===== config.mk =====
export PLATFORM = sky130hd
export DESIGN_NAME = sc_matrix_scan
export DESIGN_NICKNAME = d
export VERILOG_FILES = /design/src/rtl/sc_matrix_scan_pkg.sv /design/src/rtl/sc_matrix_scan_scandiv.sv /design/src/rtl/sc_matrix_scan.sv
export SDC_FILE = /design/constraint.sdc
export NUM_CORES = 1
export LEC_CHECK = 0
export CAP_MARGIN = 20
export CORE_AREA = 3 3 96 98
export CTS_CLUSTER_DIAMETER = 100
export DETAILED_ROUTE_END_ITERATION = 10
export DIE_AREA = 0 0 99 101
export PLACE_DENSITY = 0.9
export SYNTH_ARGS = -nofsm -noshare
export SYNTH_HDL_FRONTEND = slang
export SYNTH_SLANG_ARGS = --single-unit

===== constraint.sdc =====
create_clock -name SC_MATRIX_SCAN_CLOCK_50 -period 4.2 [get_ports SC_MATRIX_SCAN_CLOCK_50]
set_input_delay 0.42 -clock SC_MATRIX_SCAN_CLOCK_50 [delete_from_list [all_inputs] [get_ports SC_MATRIX_SCAN_CLOCK_50]]
set_output_delay 0.42 -clock SC_MATRIX_SCAN_CLOCK_50 [all_outputs]
set_load 0.05 [all_outputs]

===== src/rtl/sc_matrix_scan_pkg.sv =====
// -----------------------------------------------------------------------------
// sc_matrix_scan_pkg
// Shared constants for the LED-matrix scanner: default geometry, default
// row-period length, the ghost-suppression blank length and a width helper.
// No ports (package).
// -----------------------------------------------------------------------------
package sc_matrix_scan_pkg;

    localparam int DEFAULT_DATAWIDTH = 8;
    localparam int DEFAULT_ROWS      = 8;
    localparam int DEFAULT_SCANDIV   = 50000;

    // Number of cycles at the start of each row period during which all rows
    // are deselected (only used when SC_MATRIX_SCAN_BLANK_EN is defined).
    localparam int BLANK_LEN         = 4;

    // Counter width that stays legal (>= 1 bit) even for a range of one.
    function automatic int safeClog2(input int n);
        return (n > 1) ? $clog2(n) : 1;
    endfunction

endpackage : sc_matrix_scan_pkg


===== src/rtl/sc_matrix_scan_scandiv.sv =====
// -----------------------------------------------------------------------------
// sc_scandiv
// Row-period prescaler and row index for the matrix scanner.
//   clk        in   system clock, rising edge
//   rstN       in   asynchronous active-low reset
//   tickOut    out  high on the last cycle of every row period
//   idxOut     out  current row index, 0..ROWS-1
//   frameOut   out  high on the last cycle of the last row (frame boundary)
//   blankOut   out  (only with SC_MATRIX_SCAN_BLANK_EN) high for the first
//                   BLANK_LEN cycles of each row period
// -----------------------------------------------------------------------------
module sc_scandiv
    import sc_matrix_scan_pkg::*;
#(
    parameter int ROWS    = DEFAULT_ROWS,
    parameter int SCANDIV = DEFAULT_SCANDIV,
    parameter int IDXW    = safeClog2(ROWS)
) (
    input  logic            clk,
    input  logic            rstN,
`ifdef SC_MATRIX_SCAN_BLANK_EN
    output logic            blankOut,
`endif
    output logic            tickOut,
    output logic [IDXW-1:0] idxOut,
    output logic            frameOut
);

    localparam int DIVW = safeClog2(SCANDIV);

    logic [DIVW-1:0] divCntReg;
    logic [IDXW-1:0] idxReg;
    logic            tickNow;
    logic            lastRow;

    assign tickNow = (divCntReg == DIVW'(SCANDIV - 1));
    assign lastRow = (idxReg == IDXW'(ROWS - 1));

    always_ff @(posedge clk or negedge rstN) begin
        if (!rstN) begin
            divCntReg <= '0;
            idxReg    <= '0;
        end else if (tickNow) begin
            divCntReg <= '0;
            idxReg    <= lastRow ? '0 : idxReg + IDXW'(1);
        end else begin
            divCntReg <= divCntReg + DIVW'(1);
        end
    end

    assign tickOut  = tickNow;
    assign idxOut   = idxReg;
    assign frameOut = tickNow & lastRow;

`ifdef SC_MATRIX_SCAN_BLANK_EN
    // Compare in integer width so a blank longer than the row period is legal.
    assign blankOut = (int'(divCntReg) < BLANK_LEN);
`endif

endmodule : sc_scandiv


===== src/rtl/sc_matrix_scan.sv =====
// -----------------------------------------------------------------------------
// sc_matrix_scan
// Scrolling LED-matrix row scanner. New row patterns are pushed into a
// one-deep pending register and scrolled into the display buffer at the next
// frame boundary; the buffer is scanned one row per SCANDIV cycles.
//
// Ports:
//   SC_MATRIX_SCAN_CLOCK_50     in   system clock, rising edge
//   SC_MATRIX_SCAN_RESET_InLow  in   asynchronous active-low reset
//   SC_MATRIX_SCAN_data_InBUS   in   new row pattern (DATAWIDTH)
//   SC_MATRIX_SCAN_push_InLow   in   push request, falling edge counts once
//   SC_MATRIX_SCAN_clear_InLow  in   synchronous clear of buffer/pending/overrun
//   SC_MATRIX_SCAN_row_OutBUS   out  active-low one-hot row select (ROWS)
//   SC_MATRIX_SCAN_col_OutBUS   out  column data of the selected row
//   SC_MATRIX_SCAN_frame_Out    out  one-cycle pulse on the frame boundary
//   SC_MATRIX_SCAN_overrun_Out  out  sticky: a pending pattern was overwritten
//
// Build option: define SC_MATRIX_SCAN_BLANK_EN to deselect all rows during
// the first BLANK_LEN cycles of every row period (ghost suppression).
// -----------------------------------------------------------------------------
module sc_matrix_scan
    import sc_matrix_scan_pkg::*;
#(
    parameter int DATAWIDTH = DEFAULT_DATAWIDTH,
    parameter int ROWS      = DEFAULT_ROWS,
    parameter int SCANDIV   = DEFAULT_SCANDIV
) (
    input  logic                 SC_MATRIX_SCAN_CLOCK_50,
    input  logic                 SC_MATRIX_SCAN_RESET_InLow,
    input  logic [DATAWIDTH-1:0] SC_MATRIX_SCAN_data_InBUS,
    input  logic                 SC_MATRIX_SCAN_push_InLow,
    input  logic                 SC_MATRIX_SCAN_clear_InLow,
    output logic [ROWS-1:0]      SC_MATRIX_SCAN_row_OutBUS,
    output logic [DATAWIDTH-1:0] SC_MATRIX_SCAN_col_OutBUS,
    output logic                 SC_MATRIX_SCAN_frame_Out,
    output logic                 SC_MATRIX_SCAN_overrun_Out
);

    localparam int IDXW = safeClog2(ROWS);

    logic clk;
    logic rstN;
    assign clk  = SC_MATRIX_SCAN_CLOCK_50;
    assign rstN = SC_MATRIX_SCAN_RESET_InLow;

    // ---------------------------------------------------------------- scan timing
    logic            scanTick;
    logic            scanFrame;
    logic [IDXW-1:0] scanIdx;
`ifdef SC_MATRIX_SCAN_BLANK_EN
    logic            scanBlank;
`endif

    sc_scandiv #(
        .ROWS    (ROWS),
        .SCANDIV (SCANDIV),
        .IDXW    (IDXW)
    ) uScanDiv (
        .clk      (clk),
        .rstN     (rstN),
`ifdef SC_MATRIX_SCAN_BLANK_EN
        .blankOut (scanBlank),
`endif
        .tickOut  (scanTick),
        .idxOut   (scanIdx),
        .frameOut (scanFrame)
    );

    // ---------------------------------------------------------------- push path
    logic                 pushPrevReg;
    logic                 pendingReg;
    logic [DATAWIDTH-1:0] pendingDataReg;
    logic                 overrunReg;

    logic pushEvent;
    logic clearNow;
    logic boundary;
    logic scrollNow;

    // The previous-sample register resets to 1 so a push input already low
    // when reset releases still produces one push.
    assign pushEvent = pushPrevReg & ~SC_MATRIX_SCAN_push_InLow;
    assign clearNow  = ~SC_MATRIX_SCAN_clear_InLow;
    assign boundary  = scanTick & scanFrame;
    assign scrollNow = boundary & pendingReg & ~clearNow;

    always_ff @(posedge clk or negedge rstN) begin
        if (!rstN) begin
            pushPrevReg    <= 1'b1;
            pendingReg     <= 1'b0;
            pendingDataReg <= '0;
            overrunReg     <= 1'b0;
        end else begin
            pushPrevReg <= SC_MATRIX_SCAN_push_InLow;
            if (clearNow) begin
                // Clear beats a simultaneous push: the push is dropped.
                pendingReg <= 1'b0;
                overrunReg <= 1'b0;
            end else if (pushEvent) begin
                // On a boundary the old pending data is consumed by the scroll
                // in this same cycle, so nothing is lost and the new push
                // waits for the next frame.
                pendingDataReg <= SC_MATRIX_SCAN_data_InBUS;
                pendingReg     <= 1'b1;
                if (pendingReg && !boundary) begin
                    overrunReg <= 1'b1;
                end
            end else if (scrollNow) begin
                pendingReg <= 1'b0;
            end
        end
    end

    // ---------------------------------------------------------------- display buffer
    // Registers rather than RAM: a scroll moves every row in one cycle.
    logic [DATAWIDTH-1:0] bufferReg [ROWS];

    for (genvar gi = 0; gi < ROWS; gi++) begin : gRow
        logic [DATAWIDTH-1:0] rowSrc;

        if (gi == 0) begin : gHead
            assign rowSrc = pendingDataReg;
        end else begin : gBody
            assign rowSrc = bufferReg[gi-1];
        end

        always_ff @(posedge clk or negedge rstN) begin
            if (!rstN) begin
                bufferReg[gi] <= '0;
            end else if (clearNow) begin
                bufferReg[gi] <= '0;
            end else if (scrollNow) begin
                bufferReg[gi] <= rowSrc;
            end
        end
    end

    // ---------------------------------------------------------------- outputs
    logic [ROWS-1:0]      rowSel;
    logic [ROWS-1:0]      rowNext;
    logic [DATAWIDTH-1:0] colNext;

    for (genvar gi = 0; gi < ROWS; gi++) begin : gSel
        assign rowSel[gi] = (scanIdx != IDXW'(gi));
    end

`ifdef SC_MATRIX_SCAN_BLANK_EN
    assign rowNext = scanBlank ? '1 : rowSel;
`else
    assign rowNext = rowSel;
`endif
    assign colNext = bufferReg[scanIdx];

    logic [ROWS-1:0]      rowReg;
    logic [DATAWIDTH-1:0] colReg;

    always_ff @(posedge clk or negedge rstN) begin
        if (!rstN) begin
            rowReg <= '1;
            colReg <= '0;
        end else begin
            rowReg <= rowNext;
            colReg <= colNext;
        end
    end

    assign SC_MATRIX_SCAN_row_OutBUS  = rowReg;
    assign SC_MATRIX_SCAN_col_OutBUS  = colReg;
    assign SC_MATRIX_SCAN_frame_Out   = scanFrame;
    assign SC_MATRIX_SCAN_overrun_Out = overrunReg;

endmodule : sc_matrix_scan


==> run_results.csv <==
group,metric,value,unit
die,design.die.area,9999,um2
pwr,ir_drop,202.1,uV
yosys,avgSynthCellArea,11.92,um2
placed_design,dp_cells,536,
timing,setup_viol,0,
pwr,p_per_area,336.4,nW/um2
global_route,antenna_found_initial,0,
clocking,cts_resized,0,
die,initial_core_util,0.5868,
yosys,synthDistinctLibCells,35,
timing,period_minus_slack,3.137,ns
final_layout,seqCellArea,2764,um2
yosys,synth_async_sr_flop_share,1.000,
clocking,cts_setup_buffers,0,
final_layout,drive_gt1_frac,0.1149,
global_route,grt_pass1_wl,15150,um
final_layout,syn_to_final_growth,8.803,%
pwr,seqPwrFrac,0.588,
die,die_h,101,um
pwr,p_clk_frac,0.377,
final_layout,layoutNonFillerInstCount,552,
clocking,cts.sinks,110,
route,via_count,3083,
pwr,p_sw_frac,0.2192,
yosys,synthCells,421,
setup_path,cp_data_required_time,3.78,ns
timing,period_share,0.7470,
clocking,h-tree-depth,3,
global_route,overflow,0,
setup_path,end_kind,"output pin",
final_layout,nFillCells,651,
placed_design,hpwlAfterDp,5733,um
die,ios,30,
timing,worst_slack,1.063,ns
yosys,ys_seq_area_frac,0.5509,
timing,slew_viol_final,0,
route,wl_per_cell,15.81,um
pwr,p_comb_frac,0.034,
timing,holdWs,0.1730,ns
die,die_x,99,um
final_layout,fin_area,5459,um2
final_layout,nets,458,
setup_path,path_max_fanout,19,
route,ant_nets,0,
clocking,tritoncts,"yes",
timing,worst_pin_slew,1.087,ns
setup_path,worst-setup-path-type,"reg2out",
placed_design,place_area,5235,um2
route,drt_pass1_iterations,4,
route,finalWirelength,8729,um
run,drv_cap,0,
pwr,p_switching,402.6,uW
route,vias_per_cell,5.585,
placed_design,place.gp.congestion,0.8075,
pwr,p_leak,2.337,nW
timing,rsz0062_at_grt,"no",
outcome,outcome,"finished clean",
setup_path,start_kind,"register",
timing,totalNegativeSetupSlack,0,ns
yosys,syn_area,5017,um2
global_route,grt_pass1_vias,3279,
yosys,ys.flop_type,"dfrtp_1",
global_route,grt_usage,0.1890,
route,drt_iter0_drc,200,
clocking,clk_pin_slew_worst_paths,0.10,ns
final_layout,antenna_cells,0,
clocking,cts_hold_buf,0,
clocking,cts_made_buffers,9,
die,core_area,8551,um2
placed_design,dp_worst_setup_slack,1.352,ns
final_layout,fin_util,0.6384,
clocking,insertion_delay,0.37,ns
min_path,hp-class,"in2async",
pwr,finalPower,1.837,mW
pwr,intPower,1.434,mW
timing,fmax,318.7,MHz
setup_path,cp.arrival,2.72,ns
setup_path,ff2ff_setup_slack,1.28,ns
yosys,yosys_warnings,0,
final_layout,final_common_cell,"nand2_1",
final_layout,multi_input_area,2004,um2
final_layout,mostFrequentLayoutCells,"nand2_1 (132), dfrtp_1 (101), mux2i_1 (65), clkdlybuf4s50_1 (27), mux4_2 (16)",
timing,max_slew_margin,0.2754,
yosys,synth_fp_nets,440,
timing,finalHoldViolations,0,
clocking,clk_path_buf_depth,2,
yosys,synth-seq-cells,110,
placed_design,numPortBuffers,29,
yosys,synth_edf_count,0,
clocking,cts.root.buffer_cell,"clkbuf_8",
die,row_count,34,
route,drc,0,
timing,finClkSkew,0.01242,ns
global_route,grt_max_degree,75,
[path summary, 6_finish.rpt]
path	startpoint	cells past startpoint	to
max	uScanDiv.idxOut[0]	6	SC_MATRIX_SCAN_frame_Out
min	SC_MATRIX_SCAN_RESET_InLow	1	uScanDiv.divCntReg[10]
max reg2reg	uScanDiv.divCntReg[0]	5	bufferReg[0]
min reg2reg	gRow[0].rowSrc[3]	2	gRow[0].rowSrc[3]
max in group asynchronous	SC_MATRIX_SCAN_RESET_InLow	2	SC_MATRIX_SCAN_row_OutBUS[7]
min in group SC_MATRIX_SCAN_CLOCK_50	gRow[0].rowSrc[3]	2	gRow[0].rowSrc[3]
[logic make-up (layout without fill, tap and decap cells)]
logic type | Yosys count | count (layout) | share of synthesized area
AND/OR/NAND/NOR | 171 | 171 | 0.1491
flip-flops | 110 | 110 | 0.5509
multiplexers | 81 | 81 | 0.2015
buffers and inverters | 31 | 54 | 0.04962
XOR/XNOR | 11 | 11 | 0.01920
AO/OA/AOI/OAI | 10 | 10 | 0.01222
adder cells (fa/ha/maj) | 7 | 7 | 0.01746
[registers in the layout (all words and copies together) (netlist names)]
| name | count |
|---|---|
| SC_MATRIX_SCAN_col_OutBUS | 8 |
| SC_MATRIX_SCAN_overrun_Out | 1 |
| SC_MATRIX_SCAN_row_OutBUS | 8 |
| bufferReg | 8 |
| gRow.rowSrc | 64 |
| pendingReg | 1 |
| pushPrevReg | 1 |
| uScanDiv.divCntReg | 16 |
| uScanDiv.idxOut | 3 |
[synthesized netlist by cell type, drive strengths merged (2+ instances only)]
cell	n	area share
mux4	16	0.072
nand2	132	0.099
inv	5	0.0037
a21oi	3	0.0030
nand3	6	0.0060
or3	2	0.0025
dfstp	9	0.047
and4bb	2	0.0050
ha	7	0.017
and3	2	0.0035
dfrtp	101	0.50
nor2	9	0.0067
xor2	8	0.014
clkbuf	14	0.010
mux2i	65	0.13
nand4	5	0.0062
and4	5	0.0087
xnor2	3	0.0052
buf	12	0.035
o21ai	4	0.0040
[power by group through the flow]
stage | clock [mW] | combinational, mW | sequential [mW]
floorplan | 0 | 0.0254 | 1.10
global placement | 0 | 0.0625 | 1.10
detailed placement | 0 | 0.0650 | 1.10
CTS | 0.713 | 0.0653 | 1.08
global route | 0.755 | 0.0721 | 1.08
finish | 0.693 | 0.0630 | 1.08
[metal layers]
layer / share of wire / track usage
met1: 0.43 / 0.2388
met2: 0.52 / 0.3249
met3: 0.034 / 0.04014
met4: 0.019 / 0.06513
met5: 0 / 0
[critical path: stages (launching register included)]
cell and delay (ns):
dfrtp_1 0.35, buf_4 0.33, ha_1 0.24, ha_1 0.20, inv_1 0.10, nor4_1 0.27
clkdlybuf4s50_1 0.85
[cell type report]
cell class,instances,area share
repair buffers,33,0.05730
well taps,108,0.02475
clock inverters,6,0.01765
multi-input cells,280,0.3672
flip-flops and latches,110,0.5063
inverters,5,0.003438
clock buffers,10,0.02338
No activity file was read; power rests on OpenSTA's default activity.
